`src/rtl/seq_arith_unit.sv`:
```
// Registered add/sub/inc/dec/slt unit with an iterative shift-add multiplier.
// Single-cycle ops complete one edge after acceptance; MUL holds off issue for WIDTH edges.
module seq_arith_unit #(
    parameter int WIDTH = 32
) (
    input  logic             clk,
    input  logic             rst_n,
    input  logic             start,
    input  logic [2:0]       op,
    input  logic [WIDTH-1:0] A,
    input  logic [WIDTH-1:0] B,
    output logic             in_ready,
    output logic             out_valid,
    output logic [WIDTH-1:0] result,
    output logic             cout,
    output logic             zero,
    output logic             negative,
    output logic             overflow
);

    localparam int CNT_W = $clog2(WIDTH) + 1;

    localparam logic [2:0] OP_ADD = 3'b000;
    localparam logic [2:0] OP_INC = 3'b001;
    localparam logic [2:0] OP_MUL = 3'b010;
    localparam logic [2:0] OP_SLT = 3'b011;
    localparam logic [2:0] OP_SUB = 3'b100;
    localparam logic [2:0] OP_DEC = 3'b101;

    typedef enum logic {
        S_IDLE,
        S_MUL
    } state_t;

    state_t               state;
    state_t               state_next;

    logic [2*WIDTH-1:0]   mcand;
    logic [WIDTH-1:0]     mplier;
    logic [2*WIDTH-1:0]   acc;
    logic [2*WIDTH-1:0]   acc_next;
    logic [CNT_W-1:0]     count;

    logic                 accept;
    logic                 mul_accept;
    logic                 mul_done;
    logic                 load_result;

    logic                 use_one;
    logic                 invert;
    logic [WIDTH-1:0]     b_src;
    logic [WIDTH-1:0]     b_eff;
    logic [WIDTH:0]       sum;
    logic                 add_ovf;

    logic [WIDTH-1:0]     res_next;
    logic                 cout_next;
    logic                 ovf_next;

    assign in_ready   = (state == S_IDLE);
    assign accept     = start && in_ready;
    assign mul_accept = accept && (op == OP_MUL);
    assign mul_done   = (state == S_MUL) && (count == CNT_W'(WIDTH - 1));
    assign load_result = mul_done || (accept && (op != OP_MUL));

    // Shared adder: INC/DEC substitute constant 1; op[2] (and SLT) selects A + ~b + 1.
    always_comb begin
        use_one = op[0] & ~op[1];
        invert  = op[2] | (op == OP_SLT);
        b_src   = use_one ? WIDTH'(1) : B;
        b_eff   = invert ? ~b_src : b_src;
        sum     = {1'b0, A} + {1'b0, b_eff} + (WIDTH + 1)'(invert);
        add_ovf = (A[WIDTH-1] == b_eff[WIDTH-1]) && (sum[WIDTH-1] != A[WIDTH-1]);
    end

    assign acc_next = acc + (mplier[0] ? mcand : '0);

    always_ff @(posedge clk or negedge rst_n) begin
        if (!rst_n) begin
            state <= S_IDLE;
        end else begin
            state <= state_next;
        end
    end

    always_comb begin
        state_next = state;
        unique case (state)
            S_IDLE: if (mul_accept) state_next = S_MUL;
            S_MUL:  if (mul_done)   state_next = S_IDLE;
            default:                state_next = S_IDLE;
        endcase
    end

    // NOTE: every output of this block gets a default first so no path leaves one unassigned (no latch).
    always_comb begin
        res_next  = '0;
        cout_next = 1'b0;
        ovf_next  = 1'b0;
        if (state == S_MUL) begin
            res_next  = acc_next[WIDTH-1:0];
            cout_next = |acc_next[2*WIDTH-1:WIDTH];
            ovf_next  = |acc_next[2*WIDTH-1:WIDTH];
        end else begin
            unique case (op)
                OP_ADD, OP_INC, OP_SUB, OP_DEC: begin
                    res_next  = sum[WIDTH-1:0];
                    cout_next = sum[WIDTH];
                    ovf_next  = add_ovf;
                end
                OP_SLT: begin
                    res_next  = {{(WIDTH-1){1'b0}}, sum[WIDTH-1] ^ add_ovf};
                    cout_next = sum[WIDTH];
                end
                default: ;
            endcase
        end
    end

    // NOTE: sequential state uses non-blocking assignments so every register samples pre-edge values.
    always_ff @(posedge clk or negedge rst_n) begin
        if (!rst_n) begin
            out_valid <= 1'b0;
            result    <= '0;
            cout      <= 1'b0;
            zero      <= 1'b0;
            negative  <= 1'b0;
            overflow  <= 1'b0;
        end else begin
            out_valid <= load_result;
            if (load_result) begin
                result   <= res_next;
                cout     <= cout_next;
                overflow <= ovf_next;
                zero     <= (res_next == '0);
                negative <= res_next[WIDTH-1];
            end
        end
    end

    always_ff @(posedge clk or negedge rst_n) begin
        if (!rst_n) begin
            mcand  <= '0;
            mplier <= '0;
            acc    <= '0;
            count  <= '0;
        end else if (mul_accept) begin
            mcand  <= {{WIDTH{1'b0}}, A};
            mplier <= B;
            acc    <= '0;
            count  <= '0;
        end else if (state == S_MUL) begin
            acc    <= acc_next;
            mcand  <= mcand << 1;
            mplier <= mplier >> 1;
            count  <= count + CNT_W'(1);
        end
    end

endmodule

```
`config.mk`:
```
export PLATFORM = sky130hd
export DESIGN_NAME = seq_arith_unit
export DESIGN_NICKNAME = d
export VERILOG_FILES = /design/src/rtl/seq_arith_unit.sv
export SDC_FILE = /design/constraint.sdc
export NUM_CORES = 1
export LEC_CHECK = 0
export BUFFER_PORTS_ARGS = -buffer_cell sky130_fd_sc_hd__buf_4
export CAP_MARGIN = 20
export CORE_AREA = 5 5 155 216
export CTS_BUF_LIST = sky130_fd_sc_hd__clkbuf_16
export DETAILED_ROUTE_END_ITERATION = 10
export DIE_AREA = 0 0 160 221
export PLACE_DENSITY_LB_ADDON = 0.12
export SLEW_MARGIN = 5
export SYNTH_ARGS = -nofsm -noshare
export SYNTH_HDL_FRONTEND = slang
export SYNTH_SLANG_ARGS = --single-unit
```
`constraint.sdc`:
```
create_clock -name clk -period 5.6 [get_ports clk]
set_clock_uncertainty 0.15 [all_clocks]
set_input_delay 1.12 -clock clk [delete_from_list [all_inputs] [get_ports clk]]
set_output_delay 1.12 -clock clk [all_outputs]
set_load 0.02 [all_outputs]
```
Yosys cells after proc, flatten, opt, wreduce, memory -nomap -nowiden
Cells that the tools add are included.
Widths: inputs -> output; s select.

word-level totals
  register bits = 204
  input port bits = 70
  logic and storage cells = 62

cells by class
  add/subtract/negate cells = 4
  eq/ne operators = 9
  muxes and demuxes = 20
  bitwise logic cells = 6
  reductions and logical operators = 12

operator list
  operator             count
  $mux 64              5
  $mux 32              5
  $add 64x64->64       1
  $pmux 32 s2          1
  $add 32x32->33       1
  $add 33x1->33        1
  $logic_not 32->1     1
  $not 32->32          1
  $reduce_or 32->1     1
  $mux 6               2
  $add 6x1->6 const B  1
  $eq 3x2->1 const B   2
  $eq 3x3->1 const B   2
  $eq 6x5->1 const B   1
  $mux 1               6
  $logic_and 1x1->1    5
  $reduce_or 5->1      1
  $reduce_or 4->1      1
  $eq 3x1->1 const B   1
  $logic_not 3->1      1
  $ne 3x2->1 const B   1
  $not 1->1            2
  $pmux 1 s2           1
  $reduce_bool 2->1    1
  6 further kinds      6

Logic depth before layout (Yosys ltp)
  word-level depth = 13
  mapped depth = 19

Worst setup path after synthesis
No wires, ideal clock.

  path type = input-to-reg
  start = input port op[0]
  end = register zero
  arrival = 4695 ps
  required time = 5308 ps
  path slack = 612 ps
  stages on the path = 17
  path buffers = 3
  cell sequence = clkbuf_1 -> a21oi_1 -> clkbuf_1 -> xor2_1 -> ha_1 -> clkbuf_1 -> a21o_1 -> a21o_1 -> a21oi_1 -> o21ai_0 -> or4b_2 -> and3_1 -> o31ai_1 -> and4b_1 -> and4_1 -> nand3_1 -> o32ai_1

between the ends
  cells in the longest elaborated chain, start to end = 12
  elaborated cells between the ends (all ways) = 23
  classes of those cells = add/sub (2); eq/ne (7); mux (4); bitwise (4); reduce/logical (6)

RTL lines
  what                  line  RTL
  start, declared       9     input logic [2:0] op,
  $and 1x1->1           68    use_one = op[0] & ~op[1];
  $mux 32               70    b_src = use_one ? WIDTH'(1) : B;
  $not 32->32           71    b_eff = invert ? ~b_src : b_src;
  $mux 32               71
  $add 32x32->33        72    sum = {1'b0, A} + {1'b0, b_eff} + (WIDTH + 1)'(invert);
  $add 33x1->33         72
  $ne 1x1->1            73    add_ovf = (A[WIDTH-1] == b_eff[WIDTH-1]) && (sum[WIDTH-1] != A[WIDTH-1]);
  $logic_and 1x1->1     73
  $xor 1x1->1           112   res_next = {{(WIDTH-1){1'b0}}, sum[WIDTH-1] ^ add_ovf};
  $pmux 32 s2           105   unique case (op)
  $mux 32               100   if (state == S_MUL) begin
  $logic_not 32->1      135   zero <= (res_next == '0);
  end signal, assigned  135
  end, declared         16    output logic zero,

Several ways; a longest one is shown, not always the timed one.
A chain may end at the register's enable or synchronous reset.

Worst setup path after layout
  start = input port op[1]
  end = register zero

between the ends
  cells in the longest elaborated chain, start to end = 13
  elaborated cells between the ends (all ways) = 24
  classes of those cells = add/sub (2); eq/ne (7); mux (4); bitwise (5); reduce/logical (6)

RTL lines
  what               line
  $not 1->1          68
  $and 1x1->1        68
  $mux 32            70
  $not 32->32        71
  $mux 32            71
  $add 32x32->33     72
  $add 33x1->33      72
  $ne 1x1->1         73
  $logic_and 1x1->1  73
  $xor 1x1->1        112
  $pmux 32 s2        105
  $mux 32            100
  $logic_not 32->1   135

Several ways; a longest one is shown, not always the timed one.

==> metrics.txt <==
Crit path largest cell delay a little under 0.5 ns; Cells after Synth approximately 1900; first-pass GRT wire length around 84000 um; async set-or-reset flop fraction in the synthesized netlist 1.00; yosys warns 0; crit share post-route 0.861; crit-path max FO 20; Post-synth EDFFs 0; top cell type's share of synthesized area 0.331; Synth area leaders dfrtp_1 (33%), nand2_1 (8.4%), ha_1 (7.8%); final number of hold-violating endpoints 0; internal power ~4.4 mW; Placeable Area 31300 sq um; Leakage slightly above 8 nW; Worst-path clk slew 0.06 ns; switch share 0.448; DRC 0; Slew headroom 0.361; syn avg cell area ~8 sq um; root buffer cell clkbuf_16; initial antenna violation count 0; Clock Path Buffers 3; # resized after CTS 0; count of state elements after synthesis between 200 and 250; worst path required time roughly 5.9 ns; Hold Path Cell Cnt 2; critical path class in2reg; via count 14500; Mapped Nets roughly 2100; most common cell in the synthesized netlist nand2_1; CP Cell Sequence buf_4 > nand2b_1 > buf_4 > nand2_1 > xor2_1 > ha_1 > a21oi_1 > o21ai_0 > a311oi_1 > a31oi_1 > a211oi_1 > o21ai_0 > mux2i_1 > a211oi_1 > and4b_1 > and4_1 > nand3_1 > o32ai_1; chip height about 220 um; instance area at placement about 17000 sq um; Port Buffer Count about 110; Rows between 70 and 80; Num CTS Buffers 24; gr ovfl total 0; area leader, netlist dfrtp_1; synthesized area approximately 15000 sq um; final antenna-violating net count 0; VDD IR-drop max roughly 0.00037 V; fillcell total between 2000 and 3000; R2R setup slack approximately 0.8 ns; Sum Neg Setup Slack 0 ns; DR vias/cell between 6 and 7; final net count between 2000 and 2500; Post-CTS Setup Bufs 0; Placed Cells roughly 2300; slowest stage cell, crit path a211oi_1; full die area 35400 sq um; power per cell area around 460 nW/um^2; total track usage 0.302; Final HPWL DP roughly 43000 um; max frequency 207 MHz; Post-Place Worst Slack 0.368 ns; htree depth 1; Pre-antenna DRT Iters 5; clk_lat worst skew 0.54 ns; hold bufs inserted after CTS 0; share of layout cells above drive strength 1 0.121; Final WS setup between 0.7 and 0.8 ns; Slew Limit Fails 0; Post-synth top flop dfrtp_1; largest net degree at the start of global routing 102; Comb power frac 0.489; DIE WIDTH between 150 and 200 um; Clk network pwr share 0.192; Antenna diodes 0; mean routed wirelength per cell between 20 and 25 um; Post-Route WL ~55000 um; fin cells 2374; Final Setup Violations 0; synth unique cells 80; Max-Cap Viols 0; Initial Util 0.491; RD Place Congestion about 0.99; vias in the first global route between 10000 and 15000; CP Launch Type input port; Initial DRC Count roughly 1200; Seq/Total Area, Yosys 0.331; Finished Cell Area 17500 sq um; FF-to-FF path depth 15; CP Data Arrival Time 5.09 ns; num ports about 110; Slew @ Worst Pin 0.956 ns; RSZ-0062 raised after global routing no; Crit. End Element register; Post-synth top cells nand2_1 (342), dfrtp_1 (203), o21ai_0 (197), a21oi_1 (158), nor2_1 (98); class of the worst hold path reg2reg; sequential power share 0.319; status finished clean; crit path time final roughly 4.8 ns; CTS tree done; sw power 3.58 mW; CTS sink count ~200; area grow syn2layout 13.7%
==> worst paths after layout <==
path,start,endpoint
hold / removal,mplier[2],mplier[1]
setup / recovery,op[1],zero
hold reg to reg,mplier[2],mplier[1]
min in group asynchronous,rst_n,mcand[39]
max in group asynchronous,rst_n,mcand[3]
setup reg to reg,mplier[0],overflow
==> cell families (layout without fill, tap and decap cells) <==
kind of cell / after synthesis / count (layout) / synth area share
simple gates: 677 / 677 / 0.205
fa+ha+maj: 98 / 98 / 0.0808
flops: 203 / 203 / 0.331
buf+inv: 143 / 237 / 0.0366
mux: 74 / 74 / 0.0491
xor+xnor: 119 / 119 / 0.0679
compound gates: 571 / 571 / 0.230
==> metrics by stage <==
stage	total power [mW]	util	hold slack (ns)
after floorplan	4.97	-	0.302
after global placement	6.37	0.533	0.309
after detailed placement	6.42	0.533	0.321
after CTS	7.99	0.558	0.336
after global routing	8.50	0.558	0.354
final	7.99	0.558	0.335
==> layout by cell type (no fill, tap or decap), types with 32 or more instances in the layout <==
cell / instances
nand4_1: 32
a21oi_1: 157
o21ai_0: 197
nor2_1: 96
nand2_1: 341
ha_1: 96
buf_4: 162
and2_1: 71
xnor2_1: 54
dfrtp_1: 202
mux2i_1: 63
inv_1: 32
xor2_1: 65
==> layer usage <==
metal  vias to the layer above  GRT usage  wire [um]
met5                         -          0          0
met4                         0      0.181       4010
met3                       156     0.0298       2260
met2                       460      0.553      28200
met1                      6967      0.335      20400
li1                       6880          -          -
==> area by class of cell <==
class / count / area (sq um) / share of cell area
Multi-Input combinational cell: 1539 / 9750 / 0.558
Sequential cell: 203 / 5080 / 0.291
Clock buffer: 25 / 626 / 0.0358
Clock inverter: 19 / 139 / 0.00795
Inverter: 28 / 105 / 0.00602
Timing Repair Buffer: 165 / 1270 / 0.0728
Tap cell: 395 / 494 / 0.0283
==> state kept, by name, indices dropped and copies added, names as in the netlist <==
signal / cells
acc: 64
count: 6
cout: 1
mcand: 64
mplier: 32
out_valid: 1
overflow: 1
result: 32
state: 1
zero: 1
==> power groups by stage <==
stage	sequential [mW]	combinational (mW)	clock (mW)
after floorplan	2.48	2.48	0
after global placement	2.54	3.83	0
after detailed placement	2.55	3.87	0
after CTS	2.53	3.89	1.57
after global routing	2.61	4.26	1.63
final	2.55	3.91	1.53
==> critical path, delay by kind of cell <==
| kind | cells | cell delay (ns) |
|---|---|---|
| xor+xnor | 1 | 0.14 |
| compound gates | 8 | 2.09 |
| buf+inv | 2 | 0.41 |
| fa+ha+maj | 1 | 0.37 |
| simple gates | 5 | 0.79 |
| mux | 1 | 0.15 |
No activity file was read; power rests on OpenSTA's default activity.
